## config.mk

```make
export PLATFORM = sky130hd
export DESIGN_NAME = keypad_decoder
export DESIGN_NICKNAME = d
export VERILOG_FILES = /design/src/rtl/keypad_pkg.sv /design/src/rtl/keypad_decoder_sync.sv /design/src/rtl/keypad_decoder.sv
export SDC_FILE = /design/constraint.sdc
export NUM_CORES = 1
export LEC_CHECK = 0
export ABC_AREA = 1
export BUFFER_PORTS_ARGS = -buffer_cell sky130_fd_sc_hd__buf_2
export CORE_MARGIN = 2
export CORE_UTILIZATION = 50
export CTS_BUF_LIST = sky130_fd_sc_hd__clkbuf_4 sky130_fd_sc_hd__clkbuf_8 sky130_fd_sc_hd__clkbuf_16
export CTS_CLUSTER_DIAMETER = 80
export CTS_CLUSTER_SIZE = 30
export DETAILED_ROUTE_END_ITERATION = 6
export PLACE_DENSITY = 0.71
export REMOVE_ABC_BUFFERS = 1
export SETUP_SLACK_MARGIN = 0.2
export SLEW_MARGIN = 30
export SYNTH_ARGS = -nofsm -noshare
export SYNTH_HDL_FRONTEND = slang
export SYNTH_SLANG_ARGS = --single-unit
```

## constraint.sdc

```tcl
create_clock -name clk -period 2.05 [get_ports clk]
set_input_delay 0.205 -clock clk [delete_from_list [all_inputs] [get_ports clk]]
set_output_delay 0.205 -clock clk [all_outputs]
set_load 0.03 [all_outputs]
```

## src/rtl/keypad_pkg.sv

```systemverilog
// Shared types and constants for the keypad decoder slice.
//   mode_t           : waveform selection, 2-bit encoding SQUARE..SINE
//   NUM_KEYS_DEFAULT : number of note keys on the standard keypad (C..C')
//   NOTE_IDX_W       : width of a note index
package keypad_pkg;

  typedef enum logic [1:0] {
    SQUARE   = 2'd0,
    SAW      = 2'd1,
    TRIANGLE = 2'd2,
    SINE     = 2'd3
  } mode_t;

  localparam int unsigned NUM_KEYS_DEFAULT = 13;
  localparam int unsigned NOTE_IDX_W       = 4;

endpackage

```

## src/rtl/keypad_decoder_sync.sv

```systemverilog
// Two-flop synchronizer for one asynchronous level input.
//   clk   : destination clock
//   n_rst : asynchronous active-low reset, clears both stages
//   d     : asynchronous input level
//   q     : synchronized level, two clk edges behind d
module keypad_decoder_sync (
  input  logic clk,
  input  logic n_rst,
  input  logic d,
  output logic q
);

  logic meta_q;
  logic sync_q;

  always_ff @(posedge clk or negedge n_rst) begin
    if (!n_rst) begin
      meta_q <= 1'b0;
      sync_q <= 1'b0;
    end else begin
      meta_q <= d;
      sync_q <= meta_q;
    end
  end

  assign q = sync_q;

endmodule

```

## src/rtl/keypad_decoder.sv

```systemverilog
// Synth control decoder: octave counter, waveform mode FSM and debounced note key.
//   clk          : system clock
//   n_rst        : asynchronous active-low reset
//   octave_pulse : one-cycle synchronized octave-step pulse (held high = one step per cycle)
//   mode_pulse   : one-cycle synchronized mode-step pulse
//   keys         : raw asynchronous active-high key levels, bit 0 = lowest note
//   octave       : current octave, 0..MAX_OCTAVE, wraps to 0
//   mode         : current waveform (mode_t encoding)
//   note_idx     : index of accepted key
//   note_valid   : a key is accepted as held
//   note_change  : one-cycle strobe whenever {note_valid, note_idx} updates
// DEBOUNCE must be at least 1.
module keypad_decoder
  import keypad_pkg::*;
#(
  parameter int unsigned MAX_OCTAVE = 4,
  parameter int unsigned NUM_KEYS   = NUM_KEYS_DEFAULT,
  parameter int unsigned DEBOUNCE   = 16
) (
  input  logic                  clk,
  input  logic                  n_rst,
  input  logic                  octave_pulse,
  input  logic                  mode_pulse,
  input  logic [NUM_KEYS-1:0]   keys,
  output logic [2:0]            octave,
  output logic [1:0]            mode,
  output logic [NOTE_IDX_W-1:0] note_idx,
  output logic                  note_valid,
  output logic                  note_change
);

  localparam int unsigned    CntW   = $clog2(DEBOUNCE + 1);
  localparam logic [2:0]     OctMax = 3'(MAX_OCTAVE);
  localparam logic [CntW-1:0] DebMax = CntW'(DEBOUNCE);

  // ---------------------------------------------------------------------------
  // Octave counter and mode FSM (independent of the key path)
  // ---------------------------------------------------------------------------
  logic [2:0] octave_q;
  mode_t      mode_q;

  always_ff @(posedge clk or negedge n_rst) begin
    if (!n_rst) begin
      octave_q <= 3'd0;
    end else if (octave_pulse) begin
      octave_q <= (octave_q == OctMax) ? 3'd0 : octave_q + 3'd1;
    end
  end

  always_ff @(posedge clk or negedge n_rst) begin
    if (!n_rst) begin
      mode_q <= SQUARE;
    end else if (mode_pulse) begin
      unique case (mode_q)
        SQUARE:   mode_q <= SAW;
        SAW:      mode_q <= TRIANGLE;
        TRIANGLE: mode_q <= SINE;
        SINE:     mode_q <= SQUARE;
      endcase
    end
  end

  assign octave = octave_q;
  assign mode   = mode_q;

  // ---------------------------------------------------------------------------
  // Key synchronizers
  // ---------------------------------------------------------------------------
  logic [NUM_KEYS-1:0] keys_sync;

  for (genvar i = 0; i < NUM_KEYS; i++) begin : g_sync
    keypad_decoder_sync u_sync (
      .clk   (clk),
      .n_rst (n_rst),
      .d     (keys[i]),
      .q     (keys_sync[i])
    );
  end

  // Priority encoder: scan high to low so the lowest set bit is written last and wins.
  logic                  cand_valid;
  logic [NOTE_IDX_W-1:0] cand_idx;

  always_comb begin
    cand_valid = 1'b0;
    cand_idx   = '0;
    for (int i = int'(NUM_KEYS) - 1; i >= 0; i--) begin
      if (keys_sync[i]) begin
        cand_valid = 1'b1;
        cand_idx   = NOTE_IDX_W'(i);
      end
    end
  end

  // ---------------------------------------------------------------------------
  // Debounce
  // ---------------------------------------------------------------------------
  logic                  pend_valid_q, pend_valid_d;
  logic [NOTE_IDX_W-1:0] pend_idx_q, pend_idx_d;
  logic [CntW-1:0]       cnt_q, cnt_d;
  logic                  note_valid_q;
  logic [NOTE_IDX_W-1:0] note_idx_q;
  logic                  note_change_q;
  logic                  accept;

  always_comb begin
    pend_valid_d = pend_valid_q;
    pend_idx_d   = pend_idx_q;
    cnt_d        = cnt_q;
    if ({cand_valid, cand_idx} != {pend_valid_q, pend_idx_q}) begin
      // A new candidate counts as its own first stable cycle.
      pend_valid_d = cand_valid;
      pend_idx_d   = cand_idx;
      cnt_d        = CntW'(1);
    end else if (cnt_q != DebMax) begin
      cnt_d = cnt_q + CntW'(1);
    end
    // Decided on next-state so the output updates on the edge the DEBOUNCE-th stable
    // cycle completes; the saturated counter plus equal outputs stops any repeat.
    accept = (cnt_d == DebMax) && ({pend_valid_d, pend_idx_d} != {note_valid_q, note_idx_q});
  end

  always_ff @(posedge clk or negedge n_rst) begin
    if (!n_rst) begin
      pend_valid_q  <= 1'b0;
      pend_idx_q    <= '0;
      cnt_q         <= '0;
      note_valid_q  <= 1'b0;
      note_idx_q    <= '0;
      note_change_q <= 1'b0;
    end else begin
      pend_valid_q  <= pend_valid_d;
      pend_idx_q    <= pend_idx_d;
      cnt_q         <= cnt_d;
      note_change_q <= accept;
      if (accept) begin
        note_valid_q <= pend_valid_d;
        note_idx_q   <= pend_idx_d;
      end
    end
  end

  assign note_valid  = note_valid_q;
  assign note_idx    = note_idx_q;
  assign note_change = note_change_q;

endmodule

```

# Word-level counts from Yosys, hierarchy flattened
# Index checks and enable logic that the tools add are counted.
# word_totals
regBits,47
in_bits,17
out_inout_bits,11
# op_classes
add_sub_neg,2
eq_ne,8
mux,32
reduce_logical,2
# op_table
operator,count
$mux 4,14
$mux 1,14
$mux 5,2
$ne 5x5->1,2
$pmux 2 s4,1
$add 5x1->5 const B,1
$eq 5x5->1 const B,1
$ne 5x5->1 const B,1
$eq 2x2->1 const B,2
$add 3x1->3 const B,1
$eq 3x3->1 const B,1
$mux 3,1
$eq 2x1->1 const B,1
$logic_not 2->1,1
$logic_and 1x1->1,1

# Logic depth before layout (Yosys ltp)
# depth
ltp_word,17
depth_mapped,18
mapped_depth_nobuf,18

# Hierarchy
# Synthesis repeated with hierarchy kept, for this count alone.
# hier_totals
hier_cells,191
hier_area_um2,2042.0
# modules_own_cells
module,cells_per_inst,instances,area_each_um2
keypad_decoder,165,1,1391.3
keypad_decoder_sync,2,13,50.0

# Worst setup path after synthesis
# OpenSTA, ideal clock, no wires.
# synth_timing
path_type,reg2reg
from,register cnt_q[0]
to,register note_idx_q[3] (netlist: note_idx[3])
slack_ns,0.080
setup_ns,0.118
t_required_ns,1.932
synth_period_minus_slack_ns,1.970
path_stages_with_launch,11
arrival_ns,1.852
cell_sequence,dfrtp_1 > inv_1 > ha_1 > nand2_1 > nor3_1 > xor2_4 > nand4_4 > nor2_8 > nand3_4 > nand2_1 > nand2_1
# synth_between
elab_chain_len,5
word_cells_on_any_way,6
# synth_rtl
item,line,rtl
start: declaration,keypad_decoder.sv:100,"logic [CntW-1:0] cnt_q, cnt_d;"
start signal: assignment,keypad_decoder.sv:134,cnt_q <= cnt_d;
$add 5x1->5 / $ne 5x5->1 (equally long branches),"keypad_decoder.sv:116, keypad_decoder.sv:115",
$mux 5 *,keypad_decoder.sv:115,end else if (cnt_q != DebMax) begin
$mux 5 *,keypad_decoder.sv:110,"if ({cand_valid, cand_idx} != {pend_valid_q, pend_idx_q}) begin"
net cnt_d[0],keypad_decoder.sv:100,
$eq 5x5->1 *,keypad_decoder.sv:120,"accept = (cnt_d == DebMax) && ({pend_valid_d, pend_idx_d} != {note_valid_q, note_idx_q});"
$logic_and 1x1->1 *,keypad_decoder.sv:120,
end signal: assignment,keypad_decoder.sv:138,note_idx_q <= pend_idx_d;
end: declaration,keypad_decoder.sv:102,logic [NOTE_IDX_W-1:0] note_idx_q;
# Mark *: on every way through the listed nets, which the timed path passes. The rest lies on a longest branch.
# A chain may end at the register's enable or synchronous reset.

# Final worst setup path
# layout_timing
from,register g_sync[9].u_sync.sync_q
to,register note_idx_q[2] (netlist: note_idx[2])
# layout_between
elab_chain_len,14
word_cells_on_any_way,27
# layout_rtl
item,line,rtl
start: declaration,keypad_decoder_sync.sv:14,logic sync_q;
start signal: assignment,keypad_decoder_sync.sv:22,sync_q <= meta_q;
$mux 4 / $mux 1 (equally long branches) (10 in series),keypad_decoder.sv:88,if (keys_sync[i]) begin
$ne 5x5->1 *,keypad_decoder.sv:110,
$mux 5 *,keypad_decoder.sv:110,
net cnt_d[0],keypad_decoder.sv:100,
$eq 5x5->1 *,keypad_decoder.sv:120,
$logic_and 1x1->1 *,keypad_decoder.sv:120,
# Marks and branches as above.

==> flow_summary.yaml <==
run_status:
  status: "complete, no violations"
synthesis:
  netlist_area_sq_um: 2040
  ys_types: 29
  yosysWarnings: 0
  synth-seq-cells: 47
  post_synth.cell_area_avg_sq_um: 10.7
  seq_area_frac_synth: 0.576
  syn-instance-count: 191
worst_setup_path:
  reg2reg_to: "note_idx[2]"
  reg2regPathDepth: 14
  startpoint_type: "flip-flop"
  crit_type: "reg -> reg"
  path_max_fanout: 6
  timing.rr.start: "g_sync[9].u_sync.q"
  r2r_slack_ns: 0.08
  crit_arrival_ns: 2.16
  cp.required_ns: 2.24
  end_kind: "flip-flop"
detailed_routing:
  drtAntennaViolNets: 0
  firstDrtPassIters: 4
  wire_per_inst_um: 11.1
  drc: 0
  drt_wl_total_um: 3300
  vias: 1373
  initialDrtViolationCount: 100
  routed_via_density: 4.62
pwr:
  cellLeakagePower_nw: 1.33
  p_clk_frac: 0.264
  seqPwrFrac: 0.510
  p_int_mw: 1.45
  power_mw: 2.11
  p_sw_frac: 0.313
  ir_drop_v: 0.000692
  pwr_density_cell_nw_per_um2: 829
  p_sw_mw: 0.658
  power_frac_comb: 0.226
cts:
  htree_levels: 2
  cts_tree: "built"
  root_buffer: "clkbuf_8"
  path_clk_slew_ns: 0.08
  numCtsBuffers: 5
  clock_path_buffers: 2
  worstSkewPairLatency_ns: 0.30
  cts_sinks: 47
finish:
  area_growth_pct: 24.4
  insertedDiodeCount: 0
  layout_commonest_cell: "dfrtp_1"
  mostFrequentLayoutCells: "dfrtp_1, nand2_1, inv_1, buf_2, dlygate4sd3_1"
  drive_gt1_frac: 0.316
  n_fill_cell: 304
  nets: 269
  fin_cells: 297
sta:
  hold_viol_final: 0
  relSlewSlack: 0.624
  maxSlewViolCount: 0
  max_freq_mhz: 508
  min_period_over_period: 0.960
  rsz0062_at_grt: "yes"
  worstMarginPinSlew_ns: 0.565
  skew_ns: 0.0108
  whs_ns: 0.0193
  finalWorstSetupSlack_ns: 0.0819
  setup_viol: 0
  min_period_ns: 1.97
  fin_tns_setup_ns: 0
place:
  place.gp.congestion: 0.746
  place_inst: 274
  placement.setup.worst_slack_ns: 0.0282
  dpl.hpwl_um: 2390
  portBuffers: 27
global_route:
  grt_first_pass_wirelength_um: 5820
  grt_pass1_vias: 1314
  grt_start_max_net_pins: 48
  grt-ovfl-total: 0
  grtUsageTotal: 0.176
  antenna_found_initial: 0
floorplan:
  dieArea_sq_um: 4610
  design.core.area_sq_um: 3970
  die_width_um: 67.9
  initial_core_util: 0.514
  fp-row-count: 23
  io_pins: 28
  die_y_um: 67.9
hold_path:
  min_delay_path_depth: 1
  hp-class: "in -> reg"
  holdPathEnd: "g_sync[0].u_sync.meta_q"
  hp-start: "keys[0]"
flow_run:
  maxCapViolations: 0
-- power groups by stage --
stage | clock network, mW | logic, mW | registers [mW]
5_1_grt | 0.623 | 0.542 | 1.09
6_report | 0.557 | 0.476 | 1.07
3_5_place_dp | 0 | 0.458 | 1.09
4_1_cts | 0.580 | 0.473 | 1.07
2_1_floorplan | 0 | 0.223 | 1.18
3_3_place_gp | 0 | 0.441 | 1.09
-- timing repair --
item,in CTS,in global routing
hold buffers,7,4
pin swaps,1,1
setup endpoints to repair,10,10
buffers inserted,2,2
resized for setup,3,4
endpoints found under the hold margin,35,4
-- state kept, by name (all words and copies together), names as in the netlist --
register / flops
cnt_q: 5
g_sync.u_sync.meta_q: 13
g_sync.u_sync.q: 13
mode: 2
note_change: 1
note_idx: 4
note_valid: 1
octave: 3
pend_idx_q: 4
pend_valid_q: 1
-- worst max path at each step --
stage	from	end	slack, ns	cells after the start
4_1_cts	g_sync[1].u_sync.q	note_idx[2]	0.04	14
3_5_place_dp	g_sync[1].u_sync.q	note_idx[2]	0.03	14
5_1_grt	g_sync[10].u_sync.q	note_idx[3]	-0.12	14
2_1_floorplan	cnt_q[0]	note_idx[3]	0.08	10
6_report	g_sync[9].u_sync.q	note_idx[2]	0.08	14
3_3_place_gp	g_sync[1].u_sync.q	note_idx[1]	0.11	14
-- cell usage after synthesis --
library cell / number / area (sq um)
dfrtp_1: 47 / 1180
nand2_1: 40 / 150
inv_1: 27 / 101
nand3_1: 9 / 45.0
nor2_1: 8 / 30.0
ha_1: 6 / 75.1
inv_2: 6 / 22.5
nand4_1: 5 / 31.3
o21ai_0: 5 / 25.0
xnor2_1: 5 / 43.8
nand2_2: 4 / 25.0
nand2_4: 4 / 45.0
nor3_1: 3 / 15.0
a21oi_1: 2 / 10.0
nand3b_1: 2 / 15.0
nor2_2: 2 / 12.5
nor2_4: 2 / 22.5
nor2_8: 2 / 40.0
xor2_1: 2 / 17.5
a31oi_1: 1 / 6.26
nand3_2: 1 / 10.0
nand3_4: 1 / 17.5
nand4_4: 1 / 21.3
nor3_4: 1 / 16.3
o211ai_4: 1 / 21.3
o21ai_1: 1 / 5.00
o21bai_1: 1 / 7.51
or2_2: 1 / 6.26
xor2_4: 1 / 27.5
-- cell families after synthesis --
logic type,count (synthesis),share of synthesized area
buf+inv,33,0.0607
compound gates,11,0.0368
xor+xnor,8,0.0435
simple gates,86,0.246
flops,47,0.576
fa+ha+maj,6,0.0368
-- area by class of cell --
type / instances / area [sq um] / area share
Clock buffer: 6 / 76.3 / 0.0300
Clock inverter: 2 / 17.5 / 0.00689
Inverter: 33 / 124 / 0.0487
Multi-Input combinational cell: 111 / 764 / 0.301
Sequential cell: 47 / 1180 / 0.463
Tap cell: 50 / 62.6 / 0.0246
Timing Repair Buffer: 48 / 320 / 0.126
-- metal layers --
layer  wire, um  share of wire  GRT usage
met5          0              0          0
met4         37          0.011     0.0675
met3        137          0.041     0.0543
met1       1400           0.42      0.215
met2       1730           0.52      0.294
-- critical path: stages (launching register included) --
cell      delay (ns)
dfrtp_1         0.40
nor2_1          0.16
nand2_1         0.11
nor2_4          0.14
inv_1           0.09
nand3b_1        0.10
nand2_2         0.07
nor2_4          0.09
nand2_4         0.07
nor2_8          0.09
nand4_4         0.14
nor2_8          0.15
nand3_4         0.12
nand2_1         0.08
nand2_1         0.04
-- per-stage QoR --
| step | util | area [sq um] |
|---|---|---|
| finish | 0.640 | 2540 |
| detailed placement | 0.575 | 2280 |
| floorplan | - | 2040 |
| CTS | 0.624 | 2480 |
| global route | 0.640 | 2540 |
| global placement | 0.575 | 2280 |
(Power assumes the default switching activity.)
